`config.mk`:
```
export PLATFORM = sky130hd
export DESIGN_NAME = ifetch_unit
export DESIGN_NICKNAME = d
export VERILOG_FILES = /design/src/rtl/ifetch_unit.sv
export SDC_FILE = /design/constraint.sdc
export NUM_CORES = 1
export LEC_CHECK = 0
export ABC_AREA = 0
export BUFFER_PORTS_ARGS = -buffer_cell sky130_fd_sc_hd__clkbuf_2
export CORE_ASPECT_RATIO = 0.5
export CORE_MARGIN = 3
export CORE_UTILIZATION = 45
export CTS_CLUSTER_SIZE = 12
export DETAILED_ROUTE_END_ITERATION = 7
export PLACE_DENSITY = 0.67
export SLEW_MARGIN = 20
export SYNTH_ARGS = -nofsm -noshare
export SYNTH_HDL_FRONTEND = slang
export SYNTH_SLANG_ARGS = --single-unit
export TNS_END_PERCENT = 30
```
`constraint.sdc`:
```
create_clock -name clk -period 13.5 [get_ports clk]
set_input_delay 0.675 -clock clk [delete_from_list [all_inputs] [get_ports clk]]
set_output_delay 0.675 -clock clk [all_outputs]
set_load 0.005 [all_outputs]
```
`src/rtl/ifetch_unit.sv`:
```
// Instruction-fetch front end: owns the fetch PC, issues pipelined memory
// requests, drops responses orphaned by redirects and queues fetched words.
module ifetch_unit #(
  parameter logic [31:0] RESET_PC        = 32'h1c00_0000,
  parameter int unsigned MAX_OUTSTANDING = 2,
  parameter int unsigned FIFO_DEPTH      = 4,
  parameter logic [3:0]  ADEF_CODE       = 4'h1
) (
  input  logic        clk,
  input  logic        rst,
  input  logic        flush_i,
  input  logic [31:0] new_pc_i,
  input  logic        branch_flag_i,
  input  logic [31:0] branch_target_i,
  input  logic        stall_i,
  output logic        inst_req_o,
  output logic [31:0] inst_addr_o,
  input  logic        inst_addr_ok_i,
  input  logic        inst_data_ok_i,
  input  logic [31:0] inst_rdata_i,
  output logic [31:0] if_pc_o,
  output logic [31:0] if_inst_o,
  output logic        if_inst_valid_o,
  output logic        excp_o,
  output logic [3:0]  excp_num_o
);

  localparam int unsigned OCNT_W = $clog2(MAX_OUTSTANDING + 1);
  localparam int unsigned QCNT_W = $clog2(FIFO_DEPTH + 1);
  localparam int unsigned PTR_W  = (FIFO_DEPTH > 1) ? $clog2(FIFO_DEPTH) : 1;

  logic [31:0]       pc_q, pc_d;
  logic              halt_q, halt_d;
  logic [OCNT_W-1:0] outstanding_q, outstanding_d;
  logic [OCNT_W-1:0] discard_q, discard_d;
  logic [31:0]       fl_pc_q [MAX_OUTSTANDING];
  logic [31:0]       fl_pc_d [MAX_OUTSTANDING];

  logic [31:0]       iq_pc_q   [FIFO_DEPTH];
  logic [31:0]       iq_pc_d   [FIFO_DEPTH];
  logic [31:0]       iq_inst_q [FIFO_DEPTH];
  logic [31:0]       iq_inst_d [FIFO_DEPTH];
  logic              iq_excp_q [FIFO_DEPTH];
  logic              iq_excp_d [FIFO_DEPTH];
  logic [3:0]        iq_code_q [FIFO_DEPTH];
  logic [3:0]        iq_code_d [FIFO_DEPTH];
  logic [PTR_W-1:0]  rd_ptr_q, rd_ptr_d;
  logic [PTR_W-1:0]  wr_ptr_q, wr_ptr_d;
  logic [QCNT_W-1:0] iq_cnt_q, iq_cnt_d;

  logic              redirect;
  logic [31:0]       target;
  logic              aligned;
  logic              iq_empty;
  logic              iq_full;
  logic              issue;
  logic              accept;
  logic              resp;
  logic              drop_resp;
  logic              live_resp;
  logic              excp_push;
  logic              iq_push;
  logic              iq_pop;
  logic [OCNT_W-1:0] live_cnt;
  logic [31:0]       push_pc;
  logic [31:0]       push_inst;
  logic              push_excp;
  logic [3:0]        push_code;

  assign redirect = flush_i | branch_flag_i;
  assign target   = flush_i ? new_pc_i : branch_target_i;
  assign aligned  = (pc_q[1:0] == 2'b00);
  assign iq_empty = (iq_cnt_q == '0);
  assign iq_full  = (32'(iq_cnt_q) == FIFO_DEPTH);

  assign issue = !rst && !redirect && !halt_q && aligned
              && (32'(outstanding_q) < MAX_OUTSTANDING)
              && ((32'(outstanding_q) + 32'(iq_cnt_q)) < FIFO_DEPTH);
  assign accept = issue && inst_addr_ok_i;

  assign resp      = inst_data_ok_i && (outstanding_q != '0);
  assign drop_resp = resp && (redirect || (discard_q != '0));
  assign live_resp = resp && !drop_resp;

  // Misaligned PC is reported only once all older fetches have drained.
  assign excp_push = !rst && !redirect && !halt_q && !aligned
                  && (outstanding_q == '0) && !iq_full;
  assign iq_push   = live_resp || excp_push;

  assign if_inst_valid_o = !rst && !iq_empty && !redirect;
  assign iq_pop          = if_inst_valid_o && !stall_i;

  // Entries still owed to the in-flight queue; discarded ones were dropped from it.
  assign live_cnt = outstanding_q - discard_q;

  assign push_pc   = live_resp ? fl_pc_q[0]   : pc_q;
  assign push_inst = live_resp ? inst_rdata_i : '0;
  assign push_excp = !live_resp;
  assign push_code = live_resp ? 4'h0 : ADEF_CODE;

  assign inst_req_o  = issue;
  assign inst_addr_o = pc_q;

  assign if_pc_o    = (!rst && !iq_empty) ? iq_pc_q[rd_ptr_q]   : '0;
  assign if_inst_o  = (!rst && !iq_empty) ? iq_inst_q[rd_ptr_q] : '0;
  assign excp_o     = (!rst && !iq_empty) ? iq_excp_q[rd_ptr_q] : 1'b0;
  assign excp_num_o = (!rst && !iq_empty) ? iq_code_q[rd_ptr_q] : '0;

  always_comb begin
    pc_d          = pc_q;
    halt_d        = halt_q;
    outstanding_d = outstanding_q;
    discard_d     = discard_q;
    fl_pc_d       = fl_pc_q;
    iq_pc_d       = iq_pc_q;
    iq_inst_d     = iq_inst_q;
    iq_excp_d     = iq_excp_q;
    iq_code_d     = iq_code_q;
    rd_ptr_d      = rd_ptr_q;
    wr_ptr_d      = wr_ptr_q;
    iq_cnt_d      = iq_cnt_q;

    if (redirect) begin
      // In-flight queue is emptied implicitly: live_cnt becomes zero.
      pc_d          = target;
      halt_d        = 1'b0;
      outstanding_d = outstanding_q - OCNT_W'(resp);
      discard_d     = outstanding_q - OCNT_W'(resp);
      rd_ptr_d      = '0;
      wr_ptr_d      = '0;
      iq_cnt_d      = '0;
    end else begin
      if (accept) begin
        pc_d = pc_q + 32'd4;
      end
      if (excp_push) begin
        halt_d = 1'b1;
      end
      outstanding_d = outstanding_q + OCNT_W'(accept) - OCNT_W'(resp);
      if (drop_resp) begin
        discard_d = discard_q - OCNT_W'(1);
      end

      if (live_resp) begin
        for (int unsigned i = 0; i + 1 < MAX_OUTSTANDING; i++) begin
          fl_pc_d[i] = fl_pc_q[i+1];
        end
      end
      if (accept) begin
        for (int unsigned i = 0; i < MAX_OUTSTANDING; i++) begin
          if ((32'(live_cnt) - 32'(live_resp)) == i) begin
            fl_pc_d[i] = pc_q;
          end
        end
      end

      if (iq_push) begin
        iq_pc_d[wr_ptr_q]   = push_pc;
        iq_inst_d[wr_ptr_q] = push_inst;
        iq_excp_d[wr_ptr_q] = push_excp;
        iq_code_d[wr_ptr_q] = push_code;
        wr_ptr_d            = wr_ptr_q + PTR_W'(1);
      end
      if (iq_pop) begin
        rd_ptr_d = rd_ptr_q + PTR_W'(1);
      end
      iq_cnt_d = iq_cnt_q + QCNT_W'(iq_push) - QCNT_W'(iq_pop);
    end
  end

  always_ff @(posedge clk) begin
    if (rst) begin
      pc_q          <= RESET_PC;
      halt_q        <= 1'b0;
      outstanding_q <= '0;
      discard_q     <= '0;
      rd_ptr_q      <= '0;
      wr_ptr_q      <= '0;
      iq_cnt_q      <= '0;
    end else begin
      pc_q          <= pc_d;
      halt_q        <= halt_d;
      outstanding_q <= outstanding_d;
      discard_q     <= discard_d;
      rd_ptr_q      <= rd_ptr_d;
      wr_ptr_q      <= wr_ptr_d;
      iq_cnt_q      <= iq_cnt_d;
    end
  end

  // Payload storage needs no reset: occupancy is tracked by the counters.
  always_ff @(posedge clk) begin
    fl_pc_q   <= fl_pc_d;
    iq_pc_q   <= iq_pc_d;
    iq_inst_q <= iq_inst_d;
    iq_excp_q <= iq_excp_d;
    iq_code_q <= iq_code_d;
  end

endmodule

```
==> results of run 1 <==
==> synthesized netlist by cell type (12+ instances only) <==
master / instances / area, µm²
edfxtp_1: 324 / 9730
nand2_1: 119 / 447
nor2b_1: 71 / 444
nor2_1: 69 / 259
mux4_2: 65 / 1460
a21oi_1: 48 / 240
clkbuf_1: 48 / 180
dfxtp_1: 44 / 881
mux2i_1: 36 / 360
and2_1: 34 / 213
xnor2_1: 20 / 175
o21ai_0: 16 / 80.1
ha_1: 15 / 188
inv_1: 14 / 52.6
nor3_1: 12 / 60.1
==> logic make-up after synthesis <==
logic type | count (synthesis) | synth area share, %
other cells | 1 | 0.0237
xor+xnor | 26 | 1.44
compound gates | 122 | 4.86
fa+ha+maj | 16 | 1.31
simple gates | 361 | 11.5
mux | 102 | 11.6
flops | 368 | 66.9
buf+inv | 89 | 2.38
==> worst reg2reg max path, cell delays in order, from the launching register on <==
cell     delay (ps)
dfxtp_1         410
o21a_1          290
nand3_1         110
buf_4           390
inv_4           320
a21oi_2         630
ha_1            220
inv_1            40
ha_1            180
fa_1            390
xnor2_1         210
xnor2_1         140
nor2_1           50
==> metal layers <==
layer	global-route usage, %	vias to the layer above	wire, µm
met5	0	-	0
met4	6.17	0	926
met3	2.97	68	1940
met2	32.8	321	18300
met1	26.8	4885	16200
li1	-	4431	-
==> report_power, final <==
part / total (µW) / internal (µW) / switching [µW]
clock network: 938 / 535 / 402
logic: 155 / 64.9 / 90.4
registers: 1300 / 1270 / 27.5
==> cell usage in the layout (no fill, tap or decap), types with 3 or more instances in the layout <==
cell	n
edfxtp_1	324
clkbuf_2	202
nand2_1	119
nor2_1	69
nor2b_1	67
mux4_2	65
a21oi_1	48
dfxtp_1	42
clkbuf_16	38
mux2i_1	36
and2_1	34
xnor2_1	20
o21ai_0	16
ha_1	15
inv_1	13
nor3_1	12
buf_4	12
nand4_1	11
o22ai_1	11
nand3_1	10
a22oi_1	10
and3_1	8
a211oi_1	7
clkbuf_1	7
xor2_1	6
nor4_1	5
a222oi_1	5
clkinv_1	4
nor2b_4	4
a221oi_1	4
a21boi_0	3
a31oi_1	3
conb_1	3
==> per-stage QoR <==
stage / cell area [µm²] / power (µW) / util, %
after floorplan: 15900 / 1410 / -
after global placement: 17300 / 1470 / 51.0
after detailed placement: 17300 / 1470 / 51.0
after CTS: 18300 / 2410 / 54.2
after global routing: 18400 / 2480 / 54.2
final: 18400 / 2390 / 54.2
==> cell type report <==
class	count	area [µm²]	area share [%]
multi-input cells	630	4920	26.8
inverters	17	66.3	0.361
repair buffers	214	1100	6.00
well taps	465	582	3.17
clock buffers	46	991	5.40
flip-flops and latches	368	10600	57.8
clock inverters	6	78.8	0.429
==> flip-flops by register name, summed over array words and instances (netlist names) <==
register,count
outstanding_q,2
inst_addr_o,32
iq_code_q,4
fl_pc_q,64
iq_cnt_q,3
halt_q,1
iq_inst_q,128
discard_q,2
iq_pc_q,128
wr_ptr_q,2
rd_ptr_q,2
==> worst max-delay path by stage <==
stage / endpoint / slack (ps) / cells after the start
floorplan: fl_pc_q[0] / 7390 / 9
global placement: fl_pc_q[40] / 8900 / 10
detailed placement: fl_pc_q[57] / 8720 / 10
CTS: fl_pc_q[54] / 9250 / 10
global route: iq_cnt_q[2] / 9110 / 14
finish: iq_cnt_q[2] / 9300 / 14
==> metrics, run 1 <==
final net count around 1.4k; Final min period 4200 ps; CTS max path bufs 3; sequential area share after synthesis 66.9%; Synthesis Warnings 0; startpoint types input pin; largest net degree at the start of global routing 69; CP bufs+invs 5; critical setup path kind input pin to flop; Yosys reg bits about 370; Max VDD drop just over 0.07 mV; crit-path max cell delay roughly 630 ps; layout cells sized above 1 26.9%; Worst setup EP type flop; DRT Pass-1 Iters 8; RSZ-0062 raised after global routing no; row count 47; r2r worst-path depth 12; slew margin rel. between 20% and 30%; WP data arrival roughly 4600 ps; H-tree Lvls 2; DIE WIDTH ~270 µm; cts hold-fix bufs 0; Top Ports approximately 200; remaining antenna violation count 0; dpl ws 8720 ps; Iteration-0 DRC Markers approximately 730; Worst EP required between 10000 and 15000 ps; R2R Path Start outstanding_q[1]; end of the worst register-to-register path iq_cnt_q[2]; Crit Path Max Fanout 38; CTS tree built; top achievable clock speed about 0.24 GHz; Post-CTS Setup Inserts 0; Worst Hold Class input pin to flop; syn_area_per_cell roughly 15 µm²; final worst path period share a little under a third; clock skew after layout 17.6 ps; Tot GR Track Use between 15 and 20%; Final Hold Viols 0; post-CTS sizing 0; Async SR Flop Fraction 0%; vias per inst approximately 5.6; Reg2Reg Setup Slack roughly 10000 ps; CTS Buf Count 37; ant diodes 0; LEAKAGE roughly 0.0062 µW; WL final about 37000 µm; Post-route DRC 2; final cell count without fillers ~1.7k; core footprint approximately 0.034 mm²; critical path's slowest cell clkbuf_2; Hold EP inst_addr_o[1]; port bufs slightly above 200; max_cap viols 0; Placer Congestion approximately 0.85; Final Max Tran Viols 0; Final setup viols 0; chip height between 100 and 150 µm; run status finished with violations; Pwr per Cell Area 130 mW/mm²; Slew @ Worst Pin 1060 ps; min-delay src new_pc_i[1]; final hold slack between 300 and 400 ps; clock root cell clkbuf_16; worst setup margin approximately 9300 ps; failing checks design-rule violations; Top FF cell, synth edfxtp_1; hold depth 3; global-route wire length before repair 57700 µm; initial cell density of the core between 40 and 50%; drt wl/cell 21.4 µm; Filler cells around 2.8k; grt ovf 0; Post-Route Setup TNS 0 ps; Detail Placement HPWL around 23000 µm; placed instance count roughly 1.7k; initial antenna violation count 0; crit path cell chain clkbuf_2, or2_2, clkinv_1, nand3_1, buf_4, inv_4, a21oi_2, ha_1, inv_1, ha_1, fa_1, xnor2_1, xnor2_1, nor2_1; CTS Sinks approximately 370; critical path launch point flush_i; Clock transition at path regs ~60 ps; Cell Area, Synth 0.0158 mm²; CP delay by family, top buffers and inverters; area of the die between 0.03 and 0.04 mm²; number of global-route vias before repair 10.1k; Cells after Synth 1085; Clock Latency Late Sink 530 ps; post-synthesis cell type count a little over 60; vias post-DR a little under 10k; number of synthesized flops with an enable pin ~320; area grow syn2layout 15.8%
Note: power is estimated with default switching activity, not from simulation.
==> run 2, diff against run 1 <==
--- a/config.mk
+++ b/config.mk
@@ -12,7 +12,7 @@
 export CORE_UTILIZATION = 45
 export CTS_CLUSTER_SIZE = 12
 export DETAILED_ROUTE_END_ITERATION = 7
-export PLACE_DENSITY = 0.67
+export PLACE_DENSITY = 0.69
 export SLEW_MARGIN = 20
 export SYNTH_ARGS = -nofsm -noshare
 export SYNTH_HDL_FRONTEND = slang
==> constraint.sdc (replaced) <==
create_clock -name clk -period 3.8 [get_ports clk]
set_input_delay 0.19 -clock clk [delete_from_list [all_inputs] [get_ports clk]]
set_output_delay 0.19 -clock clk [all_outputs]
set_load 0.005 [all_outputs]
==> run 2 against run 1 <==
Against the previous run:
- critical endpoint is now inst_addr_o[20]
- highest routed layer unchanged
- the run now ends clean
- clock skew rose by 3.0 ps
- critical path depth fell by 6
- combinational power rose to 3.8 times the previous value
- largest cell class unchanged
- setup slack got worse by 8800 ps
==> metrics, run 2 (synthesized netlist as in run 1, its figures left out) <==
initial antenna violation count 0 (unchanged); Placer Congestion 0.905 (+6.0%); port bufs 202 (unchanged); crit path cell chain ha_1, a311o_1, nor4_2, nand4_1, xnor2_1, a222oi_1, dlygate4sd3_1, nor2_1; grt ovf 0 (unchanged); CTS max path bufs 3 (unchanged); Worst EP required 4200 ps (-9690 ps); Finished Core Util 55.5% (+1.3 points); remaining antenna violation count 0 (unchanged); drt wl/cell 21.5 µm (+0.20%); DIE WIDTH 271 µm (unchanged); WL final 38500 µm (+3.1%); LEAKAGE 0.00644 µW (+3.2%); post-CTS sizing 0 (unchanged); Final Max Tran Viols 0 (unchanged); crit-path max cell delay 610 ps (-20 ps); Worst setup EP type flop; clock skew after layout 20.6 ps (+3.03 ps); top achievable clock speed 0.299 GHz; Detail Placement HPWL 24300 µm (+4.9%); core footprint 0.0339 mm² (unchanged); Final Hold Viols 0 (unchanged); Worst Hold Class input pin to flop; Final setup viols 0 (unchanged); chip height 139 µm (unchanged); H-tree Lvls 2 (unchanged); Crit Path Max Fanout 8 (-79%); critical path's slowest cell dlygate4sd3_1; vias per inst 5.56 (about the same); ant diodes 0 (unchanged); Final min period between 3000 and 4000 ps; CTS tree built; vias post-DR 9990 (+2.9%); Pwr per Cell Area 452 mW/mm² (+250%); CTS Buf Count 37 (unchanged); max_cap viols 0 (unchanged); CTS Sinks 368 (unchanged); area grow syn2layout 18.6%; WP data arrival 3740 ps (-850 ps); Largest regs iq_inst_q: 128 flops, iq_pc_q: 128 flops, fl_pc_q: 64 flops; DRT Pass-1 Iters 7 (-1); critical setup path kind flop to flop; RSZ-0062 raised after global routing no; number of global-route vias before repair 10.5k (+4.1%); Clock transition at path regs 70 ps (about the same); slew margin rel. 37.0% (+7.5 points); commonest non-fill, non-tap cell in the layout edfxtp_1; startpoint types flop; Tot GR Track Use 20.3% (+0.71 points); final net count 1433 (+3.3%); Post-route DRC 0 (-2); clock root cell clkbuf_16; row count 47 (unchanged); initial cell density of the core 46.8% (unchanged); hold depth 5 (+2); Iteration-0 DRC Markers 876 (+21%); dpl cell area 0.0174 mm² (+0.83%); WP depth 8 (-6); r2r worst-path depth 8 (-4); largest net degree at the start of global routing 78 (+13%); run status completed; Slew @ Worst Pin 945 ps (-113 ps); global-route wire length before repair 59700 µm (+3.5%); final worst path period share 87.9%; Clock Latency Late Sink 530 ps (about the same); most frequent cells in the layout edfxtp_1 (324), clkbuf_2 (202), nand2_1 (119); CP bufs+invs 1 (-4); CP delay by family, top simple AND/OR/NAND/NOR gates; area of the die 0.0376 mm² (unchanged); Top Ports 206 (unchanged); fin area 0.0188 mm² (+2.5%); Max VDD drop 0.319 mV (+350%); layout cells sized above 1 26.7% (-0.11 points)
run 2: cell types whose count changed in the layout (fill, tap and decap cells not counted), moves of 3 or more:
| cell | before | now |
|---|---|---|
| buf_12 | 0 | 3 |
| buf_4 | 12 | 22 |
| clkbuf_1 | 7 | 13 |
| dlygate4sd3_1 | 0 | 33 |
run 2: cell type report:
cell class / instances / area, µm²
Fill cell: 2728 / 15100
Inverter: 17 / 66.3
Clock buffer: 51 / 1000
Sequential cell: 368 / 10600
Multi-Input combinational cell: 630 / 4920
Tap cell: 465 / 582
Clock inverter: 5 / 53.8
Timing Repair Buffer: 260 / 1570
run 2: power by group:
part / internal, µW / switching [µW] / leakage [µW]
sequential: 4510 / 98.1 / 0.00315
clock: 1840 / 1460 / 0.000510
combinational: 262 / 324 / 0.00278
total: 6610 / 1880 / 0.00644
run 2: timing repair:
item                      in CTS  in global routing
hold buffers                  33                  0
hold endpoints to repair      43                  0
setup buffers                  0                  0
run 2: final timing paths:
| check | startpoint | slack [ps] | to |
|---|---|---|---|
| max | outstanding_q[1] | 460 | inst_addr_o[20] |
| min | branch_target_i[0] | 20 | inst_addr_o[0] |
| max reg2reg | outstanding_q[1] | 460 | inst_addr_o[20] |
| min reg2reg | inst_addr_o[23] | 530 | fl_pc_q[23] |
run 2: layer usage:
metal	track usage, %	vias up	part of all wire [%]
li1	-	4530	-
met4	6.17	0	2.5
met3	3.28	77	6.0
met1	26.6	5015	41
met2	35.2	368	50
met5	0	-	0
run 2: worst register-to-register path, cell delays in order, from the launching register on:
cell and delay (ps):
dfxtp_1 540, ha_1 310, a311o_1 360, nor4_2 580
nand4_1 250, xnor2_1 210, a222oi_1 300, dlygate4sd3_1 610
nor2_1 40
run 2: stage by stage:
step                power [µW]  instances  setup slack (ps)  TNS [ps]  hold slack, ps
floorplan                 5010       1087              -877   -228150             328
global placement          5220       1707               894         0             425
detailed placement        5240       1707               831         0             435
CTS                       8560       1796               406         0          0.0158
global route              8800       1796               373         0            8.96
finish                    8500       1796               460         0            21.3
